<file path="config.mk">
export PLATFORM = sky130hd
export DESIGN_NAME = axis_master
export DESIGN_NICKNAME = d
export VERILOG_FILES = /design/src/rtl/axis_master.sv
export SDC_FILE = /design/constraint.sdc
export NUM_CORES = 1
export LEC_CHECK = 0
export CAP_MARGIN = 20
export CORE_UTILIZATION = 29
export CTS_CLUSTER_DIAMETER = 50
export DETAILED_ROUTE_END_ITERATION = 6
export PLACE_DENSITY = 0.55
export SETUP_SLACK_MARGIN = 0.1
export SLEW_MARGIN = 15
export SYNTH_ARGS = -nofsm -noshare
export SYNTH_HDL_FRONTEND = slang
export SYNTH_SLANG_ARGS = --single-unit
</file>
<file path="constraint.sdc">
create_clock -name M_AXIS_ACLK -period 2.95 [get_ports M_AXIS_ACLK]
set_clock_uncertainty 0.15 [all_clocks]
set_input_delay 0.59 -clock M_AXIS_ACLK [delete_from_list [all_inputs] [get_ports M_AXIS_ACLK]]
set_output_delay 0.59 -clock M_AXIS_ACLK [all_outputs]
set_load 0.05 [all_outputs]
</file>
<file path="src/rtl/axis_master.sv">
// rtl/axis_master.sv - AXI4-Stream master: MLP result words through a small FIFO onto a packetised stream
module axis_master #(
    parameter int C_M_AXIS_TDATA_WIDTH = 32,
    parameter int C_FIFO_DEPTH         = 4,
    parameter int C_PACKET_LEN         = 10
) (
    input  logic                                M_AXIS_ACLK,
    input  logic                                M_AXIS_ARESET,
    input  logic                                pi_mlp_data_valid,
    input  logic [C_M_AXIS_TDATA_WIDTH-1:0]     pi_mlp_data,
    output logic                                po_data_read,
    output logic                                po_fifo_full,
    output logic                                po_packet_done,
    output logic                                M_AXIS_TVALID,
    output logic [C_M_AXIS_TDATA_WIDTH-1:0]     M_AXIS_TDATA,
    output logic [C_M_AXIS_TDATA_WIDTH/8-1:0]   M_AXIS_TSTRB,
    output logic                                M_AXIS_TLAST,
    input  logic                                M_AXIS_TREADY
);
    localparam int PW = $clog2(C_FIFO_DEPTH);
    localparam int CW = PW + 1;
    localparam int BW = (C_PACKET_LEN > 1) ? $clog2(C_PACKET_LEN) : 1;
    localparam logic [CW-1:0] FULL_CNT  = CW'(C_FIFO_DEPTH);
    localparam logic [BW-1:0] LAST_BEAT = BW'(C_PACKET_LEN - 1);

    typedef enum logic {S_IDLE, S_STREAM} state_t;

    state_t                          state_q, state_d;
    logic [C_M_AXIS_TDATA_WIDTH-1:0] mem_q [C_FIFO_DEPTH];
    logic [PW-1:0]                   wr_ptr_q, wr_ptr_d;
    logic [PW-1:0]                   rd_ptr_q, rd_ptr_d;
    logic [CW-1:0]                   count_q, count_d;
    logic [BW-1:0]                   beat_q, beat_d;
    logic                            full_q, full_d;
    logic                            done_q, done_d;
    logic                            push, pop, last_beat;

    // A full FIFO refuses the producer even if a beat leaves on the same edge.
    assign push         = pi_mlp_data_valid && !full_q;
    assign po_data_read = push;
    assign pop          = M_AXIS_TVALID && M_AXIS_TREADY;
    assign last_beat    = (beat_q == LAST_BEAT);

    always_comb begin
        wr_ptr_d = wr_ptr_q;
        rd_ptr_d = rd_ptr_q;
        count_d  = count_q;
        beat_d   = beat_q;
        if (push) wr_ptr_d = wr_ptr_q + PW'(1);
        if (pop) begin
            rd_ptr_d = rd_ptr_q + PW'(1);
            beat_d   = last_beat ? '0 : beat_q + BW'(1);
        end
        if (push && !pop)      count_d = count_q + CW'(1);
        else if (pop && !push) count_d = count_q - CW'(1);
        full_d = (count_d == FULL_CNT);
        done_d = pop && last_beat;
    end

    always_ff @(posedge M_AXIS_ACLK) begin
        if (M_AXIS_ARESET) begin
            wr_ptr_q <= '0;
            rd_ptr_q <= '0;
            count_q  <= '0;
            beat_q   <= '0;
            full_q   <= 1'b0;
            done_q   <= 1'b0;
        end else begin
            wr_ptr_q <= wr_ptr_d;
            rd_ptr_q <= rd_ptr_d;
            count_q  <= count_d;
            beat_q   <= beat_d;
            full_q   <= full_d;
            done_q   <= done_d;
        end
    end

    always_ff @(posedge M_AXIS_ACLK) begin
        if (!M_AXIS_ARESET && push) mem_q[wr_ptr_q] <= pi_mlp_data;
    end

    always_ff @(posedge M_AXIS_ACLK) begin
        if (M_AXIS_ARESET) state_q <= S_IDLE;
        else               state_q <= state_d;
    end

    always_comb begin
        state_d = (count_d != '0) ? S_STREAM : S_IDLE;
    end

    always_comb begin
        M_AXIS_TVALID  = (state_q == S_STREAM);
        M_AXIS_TDATA   = mem_q[rd_ptr_q];
        M_AXIS_TSTRB   = '1;
        M_AXIS_TLAST   = M_AXIS_TVALID && last_beat;
        po_fifo_full   = full_q;
        po_packet_done = done_q;
    end
endmodule

</file>
==> results.tsv, run 1 <==
stage	metric	value	unit
clocking	cts.sinks	144	
global_route	grt_pass1_vias	2869	
detailed_routing	drc	0	
setup_path	cp_slowest_cell	clkdlybuf4s50_1	
global_route	grtUsageTotal	0.1093	
detailed_routing	ant_nets	0	
global_route	met2_usage	0.1834	
sta	rsz0062_at_grt	no	
floorplan	die_w	139.8	um
global_route	grt_max_degree	33	
global_route	antenna_found_initial	0	
clocking	ctsResizeCount	0	
pwr	p_leak	2.382	nW
floorplan	placementRows	50	
layout	drive_above_1_share	0.3142	
logic_synthesis	yosys.area.top_type	edfxtp_1	
global_route	grt_remaining_overflow	0	
sta	period_needed	2.696	ns
clocking	clockBufferDepth	2	
clocking	path_clk_slew	0.06	ns
setup_path	crit_type	flip-flop to output pin	
floorplan	start_util	0.2956	
hold_path	hp-class	flip-flop to flip-flop	
place	place_congestion	0.7045	
logic_synthesis	synth-edff-count	128	
logic_synthesis	synth_seq_cells	144	
global_route	gr-usage-met3	0.03028	
floorplan	die_y	139.8	um
hold_path	hold_start	beat_q[3]$_SDFFE_PP0P_	
sta	slew_violations	0	
setup_path	crit_chain	nand2b_1 -> nor3_1 -> clkdlybuf4s50_1	
pwr	peakVddDrop	408.0	uV
floorplan	die_area	19560	um^2
setup_path	worstPathArrival	1.96	ns
sta	clock.fmax	0.3709	GHz
clocking	htree_levels	4	
setup_path	worst-path-buf-inv	1	
setup_path	start_kind	flip-flop	
layout	antenna_cells	0	
logic_synthesis	ys_top_cells_by_area	edfxtp_1 (70%), mux4_2 (13%), dfxtp_1 (5.8%)	
clocking	clock_latency	0.41	ns
floorplan	io_pins	77	
place	dp_hpwl	6206	um
clocking	cts-root-buf	clkbuf_16	
setup_path	critPathMaxFanout	4	
sta	hold_viol_final	0	
global_route	use_met1	0.1285	
global_route	top_usage_layer	met2	
place	pre_cts_slack	0.4403	ns
detailed_routing	first_iter_violations	120	
setup_path	r2r_setup_slack	1.23	ns
detailed_routing	vias	2707	
setup_path	cp_top_family	buffers and inverters	
logic_synthesis	synthArstFlopShare	0	
layout	synthToLayoutAreaGrowth	31.34	%
floorplan	core_region_area	18640	um^2
detailed_routing	wl_per_cell	16.65	um
hold_path	hold_depth	2	
clocking	hold_buffers	0	
setup_path	worstReg2RegStart	po_fifo_full$_SDFF_PP0_	
sta	layout_setup_ws	0.2539	ns
layout	nNetsFinal	395	
sta	timing.setup.tns	0	ns
place	io_buffers	72	
logic_synthesis	synth_cell_types	38	
layout	final_util	0.3882	
logic_synthesis	synth_ff_type	edfxtp_1	
logic_synthesis	netlist_area	5510	um^2
setup_path	r2r-end	mem_q[3][31]$_DFFE_PP_	
global_route	grt_pass1_wl	15360	um
logic_synthesis	seq_area_frac_synth	0.7557	
setup_path	worst_setup_path_end_kind	output pin	
setup_path	worstPathRequired	2.21	ns
pwr	p_per_area	796.4	nW/um^2
flow_run	cap_violations	0	
logic_synthesis	syn_area_per_cell	20.72	um^2
clocking	cts_tree	done	
logic_synthesis	syn-instance-count	266	
clocking	cts-buffers-inserted	17	
hold_path	min_to	beat_q[3]$_SDFFE_PP0P_	
logic_synthesis	yosysWarnings	0	
setup_path	reg2regPathDepth	4	
sta	finalSetupViolCount	0	
sta	post-route-period-util	0.9139	
detailed_routing	wl	9989	um
detailed_routing	avgViaCountPerCell	4.512	
outcome	outcome	finished clean	
detailed_routing	drtPass1Iterations	4	
clocking	cts_setup_buffers	0	
setup_path	slowest_delay	0.82	ns
logic_synthesis	yosys.area.top_type_share	0.6975	
==> cell usage in the layout, fill, tap and decap left out, drive strengths merged <==
cell / count
edfxtp: 128
buf: 41
clkdlybuf4s50: 39
mux4: 32
clkbuf: 17
dfxtp: 16
nor2: 13
nand2: 9
clkinv: 9
a21oi: 7
inv: 7
ha: 6
and2: 4
xor2: 4
conb: 4
nand3: 3
o21ai: 3
bufinv: 3
nand2b: 3
nor3: 3
xnor2: 3
nand4: 1
a211oi: 1
a311oi: 1
nor4b: 1
a21boi: 1
nand3b: 1
mux2: 1
nor2b: 1
a221o: 1
nor3b: 1
nor4: 1
clkinvlp: 1
==> power breakdown <==
part / leakage, nW / total (mW) / switching (mW) / internal (mW)
Clock: 0.288 / 2.10 / 0.781 / 1.32
Combinational: 0.800 / 1.28 / 0.737 / 0.545
Sequential: 1.29 / 2.38 / 0.0484 / 2.33
Total: 2.38 / 5.76 / 1.57 / 4.20
==> worst min-delay path, cell delays in order, from the launching register on <==
cell and delay, ns:
dfxtp_1 0.32, o21ai_0 0.07, a21oi_1 0.06
==> cell usage after synthesis, drive strengths merged (2+ instances only) <==
cell    count
ha          6
nor2       13
xor2        4
and2        4
o21ai       3
clkbuf      2
a21oi       7
nand2b      3
nand3       3
buf        13
edfxtp    128
nand2       9
dfxtp      16
xnor2       3
inv         5
nor3        3
mux4       32
==> cell type report <==
class | instances | area (um^2)
clock buffer | 17 | 425.4
tap | 234 | 292.8
fill | 1697 | 11410
inverter | 5 | 21.27
timing repair buffer | 80 | 935.9
multi-input combinational | 105 | 1229
clock inverter | 15 | 166.4
sequential | 144 | 4167
==> per-layer routing <==
layer,up-vias,wire length (um)
met5,-,0
met4,0,179
met3,17,391
met2,60,5149
met1,1398,4268
li1,1232,-
==> worst max path at each step <==
stage               cells after the start  slack [ns]                      to                     start
floorplan                               3        0.26            M_AXIS_TLAST  M_AXIS_TVALID$_SDFF_PP0_
finish                                  3        0.25            M_AXIS_TLAST    beat_q[2]$_SDFFE_PP0P_
global route                            3        0.12            M_AXIS_TLAST    beat_q[2]$_SDFFE_PP0P_
detailed placement                      5        0.44  mem_q[3][30]$_DFFE_PP_         pi_mlp_data_valid
global placement                        5        0.46  mem_q[3][26]$_DFFE_PP_         pi_mlp_data_valid
CTS                                     3        0.23            M_AXIS_TLAST    beat_q[2]$_SDFFE_PP0P_
==> metrics by stage <==
stage,std cells,hold slack (ns),power [mW],area (um^2)
finish,600,0.3398,5.764,7237
global placement,568,0.3228,3.709,6645
CTS,600,0.3418,5.842,7237
detailed placement,568,0.3341,3.727,6645
floorplan,269,0.3079,3.266,5522
global route,600,0.3865,5.989,7237
==> kinds of logic (layout without fill, tap and decap cells) <==
family,Yosys count,after routing,synth area share
fa+ha+maj,6,6,0.01362
buf+inv,20,117,0.02429
xor+xnor,7,7,0.01453
simple gates,41,41,0.04246
compound gates,14,14,0.01590
other cells,1,4,0.0006805
flops,144,144,0.7557
mux,33,33,0.1328
==> registers in the layout, summed over array words and instances, names as in the netlist, named ones only <==
register / count
count_q: 3
po_fifo_full: 1
po_packet_done: 1
wr_ptr_q: 2
beat_q: 4
mem_q: 128
M_AXIS_TVALID: 1
rd_ptr_q: 2
(Power assumes the default switching activity.)
==> run 2, diff against run 1 <==
- CAP_MARGIN: 20 -> 15
==> results of run 2 <==
Same layout as run 1: the final DEF is identical, and so are final timing and power.
